File: config.mk
export PLATFORM = sky130hd
export DESIGN_NAME = uart_tx_engine
export DESIGN_NICKNAME = d
export VERILOG_FILES = /design/src/rtl/uart_pkg.sv /design/src/rtl/uart_tx_fifo.sv /design/src/rtl/uart_tx_engine.sv
export SDC_FILE = /design/constraint.sdc
export NUM_CORES = 1
export LEC_CHECK = 0
export BUFFER_PORTS_ARGS = -buffer_cell sky130_fd_sc_hd__buf_2
export CAP_MARGIN = 25
export CORE_ASPECT_RATIO = 1.2
export CORE_MARGIN = 10
export CORE_UTILIZATION = 40
export DETAILED_ROUTE_END_ITERATION = 8
export GPL_TIMING_DRIVEN = 0
export PLACE_DENSITY_LB_ADDON = 0.2
export SETUP_SLACK_MARGIN = 0.3
export SYNTH_ARGS = -nofsm -noshare
export SYNTH_HDL_FRONTEND = slang
export SYNTH_HIERARCHICAL = 1
export SYNTH_SLANG_ARGS = --single-unit
File: constraint.sdc
create_clock -name clk -period 9.4 [get_ports clk]
set_input_delay 1.88 -clock clk [delete_from_list [all_inputs] [get_ports clk]]
set_output_delay 1.88 -clock clk [all_outputs]
set_load 0.02 [all_outputs]
File: src/rtl/uart_pkg.sv
// Shared types and constants for the UART transmit path.
package uart_pkg;

  // Transmit FSM states, one per section of an 8N1 frame plus idle.
  typedef enum logic [1:0] {
    IDLE  = 2'd0,
    START = 2'd1,
    DATA  = 2'd2,
    STOP  = 2'd3
  } tx_state_e;

  localparam int UART_DATA_BITS  = 8;
  localparam int UART_FRAME_BITS = 10;

  // 115200 baud from a 50 MHz clock: 50e6 / 115200 - 1.
  localparam logic [15:0] UART_DIV_DEFAULT = 16'd433;

  // True when the bit index points at the last data bit of the frame.
  function automatic logic is_last_data_bit(input logic [2:0] idx);
    return (idx == 3'(UART_DATA_BITS - 1));
  endfunction

endpackage

File: src/rtl/uart_tx_fifo.sv
// Synchronous byte FIFO with registered level; reads see only committed data.
module uart_tx_fifo #(
  parameter int DEPTH     = 8,
  parameter int LVL_WIDTH = $clog2(DEPTH) + 1
) (
  input  logic                 clk,
  input  logic                 rst,
  input  logic                 wr_en,
  input  logic [7:0]           wr_data,
  input  logic                 rd_en,
  output logic [7:0]           rd_data,
  output logic [LVL_WIDTH-1:0] level,
  output logic                 full,
  output logic                 empty
);

  localparam int PTR_W = $clog2(DEPTH);
  localparam logic [LVL_WIDTH-1:0] LVL_FULL = LVL_WIDTH'(DEPTH);
  localparam logic [LVL_WIDTH-1:0] LVL_ONE  = LVL_WIDTH'(1);
  localparam logic [PTR_W-1:0]     PTR_ONE  = PTR_W'(1);

  logic [7:0]           mem_r [DEPTH];
  logic [PTR_W-1:0]     wr_ptr_r;
  logic [PTR_W-1:0]     rd_ptr_r;
  logic [LVL_WIDTH-1:0] level_r;
  logic                 wr_ok_s;
  logic                 rd_ok_s;

  assign full    = (level_r == LVL_FULL);
  assign empty   = (level_r == {LVL_WIDTH{1'b0}});
  assign level   = level_r;
  assign rd_data = mem_r[rd_ptr_r];

  // A write into a full FIFO is dropped; a read from an empty one is ignored.
  always_comb begin
    wr_ok_s = wr_en & ~full;
    rd_ok_s = rd_en & ~empty;
  end

  // Storage array; entries need no reset since level gates every read.
  always_ff @(posedge clk) begin
    if (wr_ok_s) begin
      mem_r[wr_ptr_r] <= wr_data;
    end
  end

  // Pointers wrap naturally because DEPTH is a power of two.
  always_ff @(posedge clk or posedge rst) begin
    if (rst) begin
      wr_ptr_r <= {PTR_W{1'b0}};
      rd_ptr_r <= {PTR_W{1'b0}};
      level_r  <= {LVL_WIDTH{1'b0}};
    end else begin
      if (wr_ok_s) begin
        wr_ptr_r <= wr_ptr_r + PTR_ONE;
      end
      if (rd_ok_s) begin
        rd_ptr_r <= rd_ptr_r + PTR_ONE;
      end
      case ({wr_ok_s, rd_ok_s})
        2'b10:   level_r <= level_r + LVL_ONE;
        2'b01:   level_r <= level_r - LVL_ONE;
        default: level_r <= level_r;
      endcase
    end
  end

endmodule

File: src/rtl/uart_tx_engine.sv
// UART transmit back-end: byte FIFO feeding an 8N1 serialiser with a
// per-frame latched baud divisor.
module uart_tx_engine
  import uart_pkg::*;
#(
  parameter int FIFO_DEPTH = 8,
  parameter int DIV_WIDTH  = 16,
  parameter int LVL_WIDTH  = $clog2(FIFO_DEPTH) + 1
) (
  input  logic                 clk,
  input  logic                 rst,
  input  logic                 push_i,
  input  logic [7:0]           push_data_i,
  output logic                 push_ready_o,
  input  logic [DIV_WIDTH-1:0] div_i,
  output logic                 tx_o,
  output logic                 busy_o,
  output logic [LVL_WIDTH-1:0] level_o,
  output logic                 overflow_o,
  input  logic                 ovf_clr_i
);

  localparam logic [DIV_WIDTH-1:0] DIV_ZERO = {DIV_WIDTH{1'b0}};
  localparam logic [DIV_WIDTH-1:0] DIV_ONE  = DIV_WIDTH'(1);
  localparam logic [LVL_WIDTH-1:0] LVL_ONE  = LVL_WIDTH'(1);

  tx_state_e            state_r;
  tx_state_e            state_nxt_s;
  logic [DIV_WIDTH-1:0] baud_cnt_r;
  logic [DIV_WIDTH-1:0] baud_nxt_s;
  logic [DIV_WIDTH-1:0] div_r;
  logic [DIV_WIDTH-1:0] div_nxt_s;
  logic [2:0]           bit_idx_r;
  logic [2:0]           bit_nxt_s;
  logic [7:0]           shift_r;
  logic [7:0]           shift_nxt_s;
  logic                 tx_r;
  logic                 tx_nxt_s;
  logic                 busy_r;
  logic                 busy_nxt_s;
  logic                 ovf_r;
  logic                 pop_s;
  logic                 push_ok_s;
  logic [LVL_WIDTH-1:0] level_nxt_s;

  logic [7:0]           fifo_rd_data_s;
  logic [LVL_WIDTH-1:0] fifo_level_s;
  logic                 fifo_full_s;
  logic                 fifo_empty_s;

  uart_tx_fifo #(
    .DEPTH     (FIFO_DEPTH),
    .LVL_WIDTH (LVL_WIDTH)
  ) u_fifo (
    .clk     (clk),
    .rst     (rst),
    .wr_en   (push_i),
    .wr_data (push_data_i),
    .rd_en   (pop_s),
    .rd_data (fifo_rd_data_s),
    .level   (fifo_level_s),
    .full    (fifo_full_s),
    .empty   (fifo_empty_s)
  );

  assign push_ready_o = ~fifo_full_s;
  assign level_o      = fifo_level_s;
  assign tx_o         = tx_r;
  assign busy_o       = busy_r;
  assign overflow_o   = ovf_r;

  // FSM state and serialiser datapath registers.
  always_ff @(posedge clk or posedge rst) begin
    if (rst) begin
      state_r    <= IDLE;
      baud_cnt_r <= DIV_ZERO;
      div_r      <= DIV_ZERO;
      bit_idx_r  <= 3'd0;
      shift_r    <= 8'h00;
    end else begin
      state_r    <= state_nxt_s;
      baud_cnt_r <= baud_nxt_s;
      div_r      <= div_nxt_s;
      bit_idx_r  <= bit_nxt_s;
      shift_r    <= shift_nxt_s;
    end
  end

  // Next-state logic: bit timing, frame sequencing and FIFO pops.
  always_comb begin
    state_nxt_s = state_r;
    baud_nxt_s  = baud_cnt_r;
    div_nxt_s   = div_r;
    bit_nxt_s   = bit_idx_r;
    shift_nxt_s = shift_r;
    pop_s       = 1'b0;
    case (state_r)
      IDLE: begin
        if (!fifo_empty_s) begin
          pop_s       = 1'b1;
          shift_nxt_s = fifo_rd_data_s;
          div_nxt_s   = div_i;
          baud_nxt_s  = div_i;
          bit_nxt_s   = 3'd0;
          state_nxt_s = START;
        end else begin
          state_nxt_s = IDLE;
        end
      end
      START: begin
        if (baud_cnt_r == DIV_ZERO) begin
          baud_nxt_s  = div_r;
          bit_nxt_s   = 3'd0;
          state_nxt_s = DATA;
        end else begin
          baud_nxt_s  = baud_cnt_r - DIV_ONE;
        end
      end
      DATA: begin
        if (baud_cnt_r == DIV_ZERO) begin
          baud_nxt_s = div_r;
          if (is_last_data_bit(bit_idx_r)) begin
            state_nxt_s = STOP;
          end else begin
            bit_nxt_s   = bit_idx_r + 3'd1;
            shift_nxt_s = {1'b0, shift_r[7:1]};
          end
        end else begin
          baud_nxt_s = baud_cnt_r - DIV_ONE;
        end
      end
      STOP: begin
        if (baud_cnt_r == DIV_ZERO) begin
          // Chain straight into the next frame when more data is waiting.
          if (!fifo_empty_s) begin
            pop_s       = 1'b1;
            shift_nxt_s = fifo_rd_data_s;
            div_nxt_s   = div_i;
            baud_nxt_s  = div_i;
            bit_nxt_s   = 3'd0;
            state_nxt_s = START;
          end else begin
            state_nxt_s = IDLE;
          end
        end else begin
          baud_nxt_s = baud_cnt_r - DIV_ONE;
        end
      end
      default: begin
        state_nxt_s = IDLE;
      end
    endcase
  end

  // Output decode from the upcoming state so the registered pin lines up
  // with the state it belongs to.
  always_comb begin
    push_ok_s = push_i & ~fifo_full_s;
    case ({push_ok_s, pop_s})
      2'b10:   level_nxt_s = fifo_level_s + LVL_ONE;
      2'b01:   level_nxt_s = fifo_level_s - LVL_ONE;
      default: level_nxt_s = fifo_level_s;
    endcase
    case (state_nxt_s)
      START:   tx_nxt_s = 1'b0;
      DATA:    tx_nxt_s = shift_nxt_s[0];
      default: tx_nxt_s = 1'b1;
    endcase
    busy_nxt_s = (state_nxt_s != IDLE) || (level_nxt_s != {LVL_WIDTH{1'b0}});
  end

  // Registered line and busy outputs; reset drives the line to idle high.
  always_ff @(posedge clk or posedge rst) begin
    if (rst) begin
      tx_r   <= 1'b1;
      busy_r <= 1'b0;
    end else begin
      tx_r   <= tx_nxt_s;
      busy_r <= busy_nxt_s;
    end
  end

  // Sticky overflow flag; a new overflow beats a simultaneous clear.
  always_ff @(posedge clk or posedge rst) begin
    if (rst) begin
      ovf_r <= 1'b0;
    end else if (push_i && fifo_full_s) begin
      ovf_r <= 1'b1;
    end else if (ovf_clr_i) begin
      ovf_r <= 1'b0;
    end else begin
      ovf_r <= ovf_r;
    end
  end

endmodule
==> summary.md, run 1 <==
| Metric | Value |
|---|---|
| Number of enable-type register cells in the synthesized netlist | 64 |
| Post-synthesis adder-cell area fraction | between 3 and 4% |
| Last weighted congestion value of the routability-driven placer | 0.839 |
| Fraction of final layout cells with drive strength greater than 1 | a little under a quarter |
| Leakage power total | between 2 and 3 nW |
| Highest achievable clock rate | about 0.23 GHz |
| Instance count of the mapped netlist | approximately 450 |
| Post-route fraction of the period consumed by the critical path | about 46% |
| Status | completed |
| CTS tree | done |
| Setup Skew | between 0.007 and 0.008 ns |
| Worst Max-Slew Pin Slew | 0.937 ns |
| Final HPWL from detailed placement | approximately 9 mm |
| Max-cap violation count | 0 |
| Compound-gate portion of the synthesized area | roughly a tenth |
| Buffer count from post-CTS setup fixing | 0 |
| Count of inserted antenna diode cells | 0 |
| Final core utilization | around 48% |
| Netlist area before placement | 0.00611 mm^2 |
| Slack of the worst reg-to-reg path | approximately 5 ns |
| Die footprint | 0.0206 mm^2 |
| CP Launch Type | register |
| Number of failing hold endpoints at the final stage | 0 |
| Synth-to-layout area growth | 17.7% |
| Most frequent standard cell in the layout excluding fill and tap cells | edfxtp_1 |
| Wire per inst | about 19 um |
| Boundary pin count | 36 |
| TritonCTS sink count | 122 |
| HP Start | shift_r[2]$_DFFE_PP0P_ |
| Worst Hold Path Cells | 2 |
| Die span in y | around 160 um |
| # port buffers | 35 |
| Most instantiated flip-flop cell in the synthesis netlist | edfxtp_1 |
| CP endpoint kind | register |
| Arrival time of the worst setup path | ~4.6 ns |
| Number of hold-repair buffers added at the cts stage | 0 |
| Final setup TNS | 0 ns |
| TritonCTS Buffers | 17 |
| Number of design rule violations left after detail routing | 0 |
| Max-slew headroom at the worst pin | a little under two fifths |
| Post-route insts no fill | a little over 700 |
| Reg2reg path depth | 12 |
| Commonest cells after routing, fill and taps aside | edfxtp_1, dfrtp_1, buf_2 |
| Clock period minus final worst setup slack | ~4.3 ns |
| Placed insts | between 600 and 700 |
| Count of synthesis-stage warnings from yosys | 6 |
| Post-synthesis register bit count | around 120 |
| Main combinational cell family by area after synthesis | multiplexers |
| Initial standard-cell utilization of the core | between 40% and 50% |
| Maximum number of pins on one net before global-route repair | 29 |
| Number of DRC markers in iteration 0 | between 150 and 200 |
| Simple-gate area share of the yosys netlist | 8.85% |
| Count of cells resized by post-cts repair | 0 |
| Clock slew seen by the registers of the worst setup and hold paths | 0.06 ns |
| Fraction of synthesized area in multiplexers | between 10% and 20% |
| Beginning of the worst register-to-register path | u_fifo/level[0]$_DFFE_PP0P_ |
| Detailed Route WL | between 10 and 15 mm |
| RSZ-0062 raised after global routing | false |
| Max Root-Sink Buffers | 2 |
| Vias in the first global route | 4025 |
| End of the worst register-to-register path | u_fifo/level[3]$_DFFE_PP0P_ |
| Core Rows | 49 |
| H-tree depth reported by CTS | 4 |
| Share of the yosys chip area belonging to registers | 55.2% |
| Core Box Area | ~0.015 mm^2 |
| XOR/XNOR Fraction of Synth Area | 3.15% |
| Average instance area after synthesis | between 10 and 15 um^2 |
| Largest fanout on the critical path | 13 |
| Worst hold-check path type | register to register |
| Fraction of registers with async set/reset | between 40% and 50% |
| Number of nets with antenna violations after detailed routing | 0 |
| Clock latency of the later-clocked register in the worst-skew pair | 0.42 ns |
| Hold EP | shift_r[2]$_DFFE_PP0P_ |
| Via count | 3843 |
| Required time of the critical path | approximately 9.7 ns |
| Clock tree root buffer cell | clkbuf_16 |
| Total routing usage reported by global routing | between 10 and 15% |
| Routed via count divided by cell count | around 5.3 |
| Critical path type | register to register |
| Die width | 133 um |
| Initial antenna violation count | 0 |
| Maximum vdd ir drop | between 150 and 200 uV |
| PwrDens | between 300 and 400 mW/mm^2 |
| Fill cells | roughly 1300 |
| Final global-route overflow total | 0 |
| Iteration count of the initial detailed-routing pass | 4 |
| Setup Viol. Count Final | 0 |
| First-pass GRT wire length | around 22 mm |
| Total number of nets in the final design | roughly 550 |
| Yosys cell types | between 60 and 70 |
| Final Max Tran Viols | 0 |
| Mapped Nets | slightly below 500 |
-- cell type report --
class                      count  area, um^2  share of cell area, %
buffer                        23         168                   2.33
clock buffer                  17         425                   5.92
clock inverter                15         179                   2.49
inverter                      19        71.3                  0.992
multi-input combinational    281        2510                   34.9
sequential                   122        3370                   46.9
tap                          204         255                   3.55
timing repair buffer          38         210                   2.92
-- sequential cells by signal, indices dropped and copies added (netlist names) --
signal           flops
div_r               16
shift_r              8
u_fifo/mem_r        64
u_fifo/level         4
u_fifo/rd_ptr_r      3
busy_o               1
state_r              2
u_fifo/wr_ptr_r      3
tx_o                 1
baud_cnt_r          16
overflow_o           1
bit_idx_r            3
-- worst max-delay path by stage --
stage                                startpoint  slack, ns                          end  depth (start not counted)
floorplan           u_fifo/level[0]$_DFFE_PP0P_       5.67  u_fifo/level[3]$_DFFE_PP0P_                         12
global placement    u_fifo/level[0]$_DFFE_PP0P_       5.09  u_fifo/level[3]$_DFFE_PP0P_                         12
detailed placement  u_fifo/level[0]$_DFFE_PP0P_       5.07  u_fifo/level[3]$_DFFE_PP0P_                         12
CTS                 u_fifo/level[0]$_DFFE_PP0P_       5.04  u_fifo/level[3]$_DFFE_PP0P_                         12
global route        u_fifo/level[0]$_DFFE_PP0P_       4.81  u_fifo/level[3]$_DFFE_PP0P_                         12
finish              u_fifo/level[0]$_DFFE_PP0P_       5.08  u_fifo/level[3]$_DFFE_PP0P_                         12
-- synthesized netlist by cell type (4+ instances only) --
library cell  instances  area, um^2
a21oi_1              12        60.1
a22o_1                4        35.0
a22oi_1              19         143
buf_6                 4        45.0
clkbuf_1              8        30.0
dfrtp_1              57        1430
edfxtp_1             64        1920
ha_1                 16         200
inv_1                19        71.3
mux2_1               10         113
mux2_2               16         180
mux2i_1              19         190
mux4_1               16         420
nand2_1              18        67.6
nand2b_1              4        25.0
nand3_1              12        60.1
nor2_1               22        82.6
nor3_1                8        40.0
nor3b_1               4        30.0
o21ai_0               9        45.0
o21ai_1               6        30.0
o22ai_1              14        87.6
xnor2_1              14         123
xor2_1                8        70.1
-- per-stage QoR --
step	area, um^2	power [mW]	hold slack [ns]	worst slack, ns
detailed placement	6570	1.79	0.481	5.07
CTS	7170	2.46	0.496	5.04
floorplan	6110	1.54	0.456	5.67
global placement	6540	1.75	0.471	5.09
global route	7190	2.60	0.505	4.81
finish	7190	2.44	0.487	5.08
-- cell families (layout without fill, tap and decap cells) --
| group | count (synthesis) | in the layout |
|---|---|---|
| xor+xnor | 22 | 22 |
| simple gates | 95 | 95 |
| mux | 63 | 63 |
| flops | 122 | 122 |
| compound gates | 84 | 84 |
| fa+ha+maj | 17 | 17 |
| buf+inv | 42 | 112 |
-- worst max-delay path: stages, from the launching register on --
cell and delay [ns]:
dfrtp_1 0.54, nor4_1 0.38, clkbuf_8 0.22, buf_2 0.32, buf_1 0.65, nor3_1 0.18
o41ai_2 0.13, inv_1 0.16, ha_1 0.32, ha_1 0.37, or4b_2 0.64, o311ai_0 0.13
o211ai_1 0.13
-- power by group --
| group | switching, mW | leakage [nW] | internal, mW |
|---|---|---|---|
| combinational | 0.498 | 1.18 | 0.425 |
| clock | 0.268 | 0.299 | 0.403 |
| sequential | 0.127 | 1.29 | 0.721 |
-- layer usage --
layer | GRT usage (%) | up-vias | share of wire [%] | wire length [um]
met2 | 24.1 | 59 | 53 | 7010
met4 | 5.51 | 0 | 1.9 | 255
li1 | - | 1829 | - | -
met3 | 3.16 | 21 | 2.3 | 306
met5 | 0 | - | 0 | 0
met1 | 14.9 | 1934 | 43 | 5740
No activity file was read; power rests on OpenSTA's default activity.
==> inputs of run 2 (changes only) <==
ABC_AREA = 1   (was not set)
clock period = 3.6 ns   (was 9.4 ns; I/O delays follow)
==> run 2 against run 1 <==
Flip-flop and latch count did not move. Clock skew rose by 0.0012 ns. Total power rose to 2.7 times the previous value. Worst hold slack lost 0.23 ns. Highest routed layer unchanged.
==> summary.md, run 2 <==
| Metric | Value |
|---|---|
| Status | completed |
| Initial standard-cell utilization of the core | approximately two fifths |
| Most instantiated flip-flop cell in the synthesis netlist | edfxtp_1 |
| Share of the yosys chip area belonging to registers | about 52% |
| Die width | 136 um |
| Final setup TNS | 0 ns |
| Netlist area before placement | 0.00645 mm^2 |
| Final Total Pwr | ~6.5 mW |
| Maximum number of pins on one net before global-route repair | 38 |
| Largest area contributor in the synthesized netlist | edfxtp_1 |
| Count leader, synth | nand2_1 |
| Number of DRC markers in iteration 0 | ~340 |
| Max-cap violation count | 0 |
| Max-slew headroom at the worst pin | around 57% |
| Highest achievable clock rate | 0.344 GHz |
| XOR/XNOR Fraction of Synth Area | between 2 and 2.5% |
| Fill cells | approximately 1500 |
| Critical-path top delay cell | dfrtp_1 |
| Buffer count from post-CTS setup fixing | 0 |
| RSZ-0062 raised after global routing | false |
| Core Rows | 50 |
| Synth-to-layout area growth | 16.5% |
| TritonCTS sink count | between 100 and 150 |
| Area contributors post-synth | edfxtp_1, dfrtp_1, nand2_1 |
| Number of failing hold endpoints at the final stage | 0 |
| Main combinational cell family by area after synthesis | simple AND/OR/NAND/NOR gates |
| PwrDens | slightly below 900 mW/mm^2 |
| Worst Max-Slew Pin Slew | ~0.64 ns |
| Required time of the critical path | 3.91 ns |
| First-pass GRT wire length | approximately 26 mm |
| Number of design rule violations left after detail routing | 0 |
| Clock period minus final worst setup slack | just under 3 ns |
| Leading registers by flop count | u_fifo/mem_r (64), baud_cnt_r (16), div_r (16) |
| Detailed Route WL | around 15 mm |
| Compound-gate portion of the synthesized area | 9.41% |
| Clock tree root buffer cell | clkbuf_16 |
| H-tree depth reported by CTS | 4 |
| Total routing usage reported by global routing | 14.8% |
| Core Box Area | approximately 0.016 mm^2 |
| Post-route fraction of the period consumed by the critical path | between 80% and 90% |
| Total number of nets in the final design | 855 |
| Vias in the first global route | 5382 |
| Post-synthesis register bit count | about 120 |
| Post-synthesis adder-cell area fraction | around 3.4% |
| Worst hold-check path type | input port to async pin |
| Boundary pin count | 36 |
| Fraction of synthesized area in multiplexers | roughly 1.5% |
| Final HPWL from detailed placement | between 10 and 15 mm |
| Count of cells resized by post-cts repair | 0 |
| Last weighted congestion value of the routability-driven placer | about 0.85 |
| Register Area | between 0.003 and 0.004 mm^2 |
| Share of the synthesized area in the top cell type | between 20% and 30% |
| Number of flip-flops under the largest register name | 64 |
| Fraction of registers with async set/reset | approximately 48% |
| Number of nets with antenna violations after detailed routing | 0 |
| Number of enable-type register cells in the synthesized netlist | 64 |
| Max Root-Sink Buffers | 2 |
| Clock slew seen by the registers of the worst setup and hold paths | around 0.06 ns |
| Critical path type | register to register |
| Via count | roughly 5000 |
| Simple-gate area share of the yosys netlist | a little under a quarter |
| Instance count of the mapped netlist | around 750 |
| Most frequent standard cell in the layout excluding fill and tap cells | nand2_1 |
| Crit-path most repeated cell | nand2_1 |
| Setup Skew | approximately 0.0090 ns |
| CP Launch Type | register |
| Count of synthesis-stage warnings from yosys | 6 |
| Arrival time of the worst setup path | 3.21 ns |
| Yosys cell types | between 40 and 50 |
| Iteration count of the initial detailed-routing pass | 5 |
| Worst-path cell chain | inv_1, ha_1, nor2_1, a21boi_0, nand2_1, inv_1, ha_1, ha_1, or2_2, nand2_1, nand2_1, nand3_1, nand2_1 |
| Maximum vdd ir drop | 352 uV |
| Fraction of final layout cells with drive strength greater than 1 | between 10% and 20% |
| Largest fanout on the critical path | 6 |
| Leakage power total | around 3.5 nW |
| Clock latency of the later-clocked register in the worst-skew pair | around 0.42 ns |
| Setup Viol. Count Final | 0 |
| CTS tree | done |
| Largest register by flop count | u_fifo/mem_r |
| Leading cell types by count after synthesis | nand2_1, inv_1, nor2_1, edfxtp_1, dfrtp_1 |
| Delay of the slowest cell on the worst path | 0.42 ns |
| Wire per inst | 14.9 um |
| Initial antenna violation count | 0 |
| CP endpoint kind | register |
| Average instance area after synthesis | about 8.6 um^2 |
| Die span in y | roughly 160 um |
| # port buffers | 35 |
| TritonCTS Buffers | 17 |
| Mapped Nets | between 700 and 800 |
| Area taken by multi-input logic gates | between 0.002 and 0.003 mm^2 |
| Die footprint | 0.0216 mm^2 |
| Final global-route overflow total | 0 |
| Number of hold-repair buffers added at the cts stage | 0 |
| Count of inserted antenna diode cells | 0 |
| Final Max Tran Viols | 0 |
| Routed via count divided by cell count | about 5 |
| Commonest cells after routing, fill and taps aside | nand2_1, inv_1, nor2_1 |
-- run 2: logic make-up after synthesis --
logic type                 after synthesis
adders and majority gates               17
muxes                                    9
and+or+nand+nor                        353
xor gates and xnor gates                17
AOI/OAI and AO/OA                      104
DFF                                    122
buffers and inverters                  125
-- run 2: final timing paths --
| kind | startpoint | endpoint | slack, ns | cells past startpoint |
|---|---|---|---|---|
| max | state_r[0]$_DFF_PP0_ | u_fifo/level[3]$_DFFE_PP0P_ | 0.69 | 13 |
| min | rst | div_r[15]$_DFFE_PP0P_ | 0.26 | 2 |
| max reg2reg | state_r[0]$_DFF_PP0_ | u_fifo/level[3]$_DFFE_PP0P_ | 0.69 | 13 |
| min reg2reg | div_r[3]$_DFFE_PP0P_ | div_r[3]$_DFFE_PP0P_ | 0.49 | 2 |
| max in group asynchronous | rst | div_r[11]$_DFFE_PP0P_ | 2.84 | 3 |
| min in group clk | div_r[3]$_DFFE_PP0P_ | div_r[3]$_DFFE_PP0P_ | 0.49 | 2 |
-- run 2: report_power, final --
group	internal, mW	switching [mW]	leakage [nW]	total [mW]
registers	1.88	0.289	1.30	2.17
logic	0.977	1.76	1.96	2.74
clock network	0.960	0.658	0.272	1.62
-- run 2: through the flow --
stage / util [%] / setup slack, ns / area [um^2] / hold WS, ns / cells
after floorplan: - / 1.03 / 6450 / 0.448 / 747
after global placement: 43.8 / 0.775 / 6880 / 0.469 / 990
after detailed placement: 44.2 / 0.691 / 6940 / 0.478 / 999
after CTS: 47.8 / 0.668 / 7510 / 0.244 / 1030
after global routing: 47.8 / 0.355 / 7510 / 0.266 / 1030
final: 47.8 / 0.694 / 7510 / 0.256 / 1030
-- run 2: cell type report --
type / instances / area share (%)
inverters: 101 / 5.12
repair buffers: 44 / 3.17
plain buffers: 24 / 2.02
multi-input cells: 500 / 33.8
well taps: 208 / 3.47
clock buffers: 17 / 5.67
clock inverters: 14 / 1.83
flip-flops and latches: 122 / 45.0
-- run 2: worst max-delay path: cells and delay by family, from the launching register on --
family	cells	cell delay, ns
flops	1	0.42
fa+ha+maj	3	0.88
compound gates	1	0.25
buf+inv	2	0.21
simple gates	7	1.04
-- run 2: per-layer routing --
layer / up-vias / track usage, % / part of all wire (%)
met1: 2375 / 16.2 / 43
met5: - / 0 / 0
met2: 91 / 26.5 / 52
li1: 2537 / - / -
met4: 0 / 6.69 / 1.9
met3: 16 / 2.87 / 3.2
==> inputs of run 3 (changes only) <==
ABC_AREA = 0   (was 1)
clock period = 2.7 ns   (was 3.6 ns; I/O delays follow)
==> run 3 against run 2 <==
The run now ends with setup timing left. Non-clock buffer count up 54. Critical endpoint unchanged. Register-to-register slack worse by 0.84 ns. Worst setup slack got worse by 0.84 ns. Maximum frequency rose by 2.1%. Cell count down 24%. Utilization rose by 5.4 points. First-iteration DRC count down 30%.
==> summary.md, run 3 (synthesis gave the netlist of run 1 again) <==
| Metric | Value |
|---|---|
| Violated checks | setup timing |
| Boundary pin count | 36 |
| Clock tree root buffer cell | clkbuf_16 |
| CP endpoint kind | register |
| Clock slew seen by the registers of the worst setup and hold paths | about 0.06 ns |
| Combinational Power Share | between 40% and 50% |
| Leading registers by flop count | u_fifo/mem_r (64), baud_cnt_r (16), div_r (16) |
| Critical path type | register to register |
| CTS tree | done |
| # port buffers | 35 |
| Sw Pwr | 3.46 mW |
| Count of inserted antenna diode cells | 0 |
| Iteration count of the initial detailed-routing pass | 4 |
| Final HPWL from detailed placement | about 9.0 mm |
| Last weighted congestion value of the routability-driven placer | roughly 0.8 |
| Initial standard-cell utilization of the core | 40.7% |
| Final Max Tran Viols | 0 |
| Delay of the slowest cell on the worst path | 0.49 ns |
| Maximum number of pins on one net before global-route repair | 32 |
| End of the worst register-to-register path | u_fifo/level[3]$_DFFE_PP0P_ |
| PwrDens | between 1000 and 1500 mW/mm^2 |
| Clock period minus final worst setup slack | around 2.8 ns |
| Setup Skew | 0.00623 ns |
| Fraction of final layout cells with drive strength greater than 1 | between 30% and 40% |
| Fill cells | between 1000 and 1500 |
| Worst hold-check path type | input port to async pin |
| Largest register by flop count | u_fifo/mem_r |
| Worst-path cell chain | buf_6, nor4_4, and4_1, buf_6, a21oi_4, nor3_4, o41ai_4, inv_2, ha_4, ha_4, or4b_4, o311ai_4, o211ai_1 |
| Highest achievable clock rate | roughly 0.35 GHz |
| Final Total Pwr | between 9 and 10 mW |
| TritonCTS sink count | roughly 120 |
| Arrival time of the worst setup path | 3.13 ns |
| Pre-CTS WS | -0.671 ns |
| Vias in the first global route | 4266 |
| RSZ-0062 raised after global routing | true |
| Top delay family on crit path | simple AND/OR/NAND/NOR gates |
| Initial antenna violation count | 0 |
| Number of failing hold endpoints at the final stage | 0 |
| Status | finished with violations |
| Setup Viol. Count Final | 4 |
| Largest fanout on the critical path | 4 |
| Most frequent standard cell in the layout excluding fill and tap cells | edfxtp_1 |
| Max-slew headroom at the worst pin | 34.9% |
| Crit path buffers/inverters | 3 |
| Number of flip-flops under the largest register name | 64 |
| Die width | 133 um |
| Wire per inst | ~19 um |
| Switch share | a little over a third |
| Max-cap violation count | 0 |
| Number of DRC markers in iteration 0 | roughly 240 |
| Number of design rule violations left after detail routing | 0 |
| Final standard cell area without fillers | about 0.008 mm^2 |
| Final worst setup slack | -0.146 ns |
| Clock latency of the later-clocked register in the worst-skew pair | between 0.4 and 0.5 ns |
| Required time of the critical path | 2.99 ns |
| Leakage power total | between 3 and 4 nW |
| Clock group share of total power | 21.6% |
| Via count | around 4100 |
| Total routing usage reported by global routing | approximately 14% |
| TritonCTS Buffers | 17 |
| Beginning of the worst register-to-register path | baud_cnt_r[4]$_DFF_PP0_ |
| CP Launch Type | register |
| Reg2reg path depth | 13 |
| Placement Cell Area | around 0.0066 mm^2 |
| Synth-to-layout area growth | 30.7% |
| Detailed Route WL | about 15 mm |
| Relative contribution of sequential cells to total power | between 30% and 40% |
| Maximum vdd ir drop | approximately 500 uV |
| Slack of the worst reg-to-reg path | -0.15 ns |
| Routed via count divided by cell count | approximately 5.3 |
| Number of nets with antenna violations after detailed routing | 0 |
| Final core utilization | between 50% and 60% |
| Worst Max-Slew Pin Slew | between 0.9 and 1 ns |
| Core Rows | a little under 50 |
| Max Root-Sink Buffers | 2 |
| Commonest cells after routing, fill and taps aside | edfxtp_1, dfrtp_1, buf_4 |
| Number of hold-repair buffers added at the cts stage | 0 |
| Total number of nets in the final design | approximately 610 |
| H-tree depth reported by CTS | 4 |
| Die footprint | 0.0206 mm^2 |
| Die span in y | 155 um |
| Int Pwr | 6.12 mW |
| Final global-route overflow total | 0 |
| Critical-path top delay cell | or4b_4 |
| First-pass GRT wire length | about 23 mm |
| Core Box Area | 0.0150 mm^2 |
| Post-route fraction of the period consumed by the critical path | 105% |
run 3: cell count changes in the layout (fill, tap and decap cells not counted), sizes merged, moves of 6 or more:
cell	change
o21ai	-45
mux4	+16
nor2	-77
mux2i	+16
nand3	-9
nand2	-192
xnor2	+8
nor3b	+6
a22oi	+15
o22ai	+10
inv	-84
mux2	+22
buf	+51
run 3: worst max-delay path by stage:
stage | start | end | slack [ns] | cells after the start
2_1_floorplan | baud_cnt_r[5]$_DFF_PP0_ | u_fifo/level[3]$_DFFE_PP0P_ | -0.27 | 12
3_3_place_gp | baud_cnt_r[5]$_DFF_PP0_ | u_fifo/level[3]$_DFFE_PP0P_ | -0.62 | 12
5_1_grt | baud_cnt_r[8]$_DFF_PP0_ | u_fifo/level[3]$_DFFE_PP0P_ | -0.24 | 12
4_1_cts | baud_cnt_r[4]$_DFF_PP0_ | u_fifo/level[3]$_DFFE_PP0P_ | -0.15 | 13
3_5_place_dp | baud_cnt_r[5]$_DFF_PP0_ | u_fifo/level[3]$_DFFE_PP0P_ | -0.67 | 12
6_report | baud_cnt_r[4]$_DFF_PP0_ | u_fifo/level[3]$_DFFE_PP0P_ | -0.15 | 13
run 3: power by group through the flow:
| stage | sequential (mW) | clock (mW) | combinational [mW] |
|---|---|---|---|
| 4_1_cts | 2.92 | 2.11 | 4.24 |
| 3_5_place_dp | 3.00 | 0 | 3.33 |
| 5_1_grt | 3.00 | 2.19 | 4.95 |
| 6_report | 2.95 | 2.07 | 4.56 |
| 3_3_place_gp | 2.97 | 0 | 3.24 |
| 2_1_floorplan | 2.93 | 0 | 2.52 |
run 3: what timing repair did:
action / 4_1_cts / 5_1_grt
endpoints found under the setup margin: 28 / 48
gates cloned: 1 / 0
pin swaps: 14 / 10
hold endpoints to repair: 0 / 0
buffers inserted: 41 / 21
gates resized for setup: 48 / 26
run 3: routing by layer:
layer / track usage [%] / vias to the layer above / wire length (um)
li1: - / 1959 / -
met2: 26.5 / 81 / 7790
met1: 15.3 / 2065 / 6100
met5: 0 / - / 0
met3: 3.29 / 20 / 410
met4: 5.51 / 0 / 223
run 3: layout make-up:
| cell class | count | area [um^2] | share of cell area [%] |
|---|---|---|---|
| sequential | 122 | 3380 | 42.3 |
| clock inverter | 14 | 118 | 1.47 |
| multi-input combinational | 281 | 2750 | 34.4 |
| inverter | 19 | 73.8 | 0.924 |
| timing repair buffer | 99 | 761 | 9.53 |
| buffer | 23 | 225 | 2.82 |
| clock buffer | 17 | 425 | 5.33 |
| tap | 204 | 255 | 3.20 |
run 3: stage by stage:
stage                     setup TNS [ns]  cells  hold slack [ns]
after floorplan                   -0.269    445            0.380
after global placement             -1.27    684            0.469
after detailed placement           -1.47    685            0.479
after CTS                         -0.241    758            0.123
after global routing              -0.856    779            0.153
final                             -0.413    779            0.132
run 3: worst register-to-register path: stages (launching register included):
cell and delay [ns]:
dfrtp_1 0.37, buf_6 0.12, nor4_4 0.34, and4_1 0.27, buf_6 0.12, a21oi_4 0.06
nor3_4 0.17, o41ai_4 0.12, inv_2 0.09, ha_4 0.17, ha_4 0.21, or4b_4 0.49
o311ai_4 0.08, o211ai_1 0.11
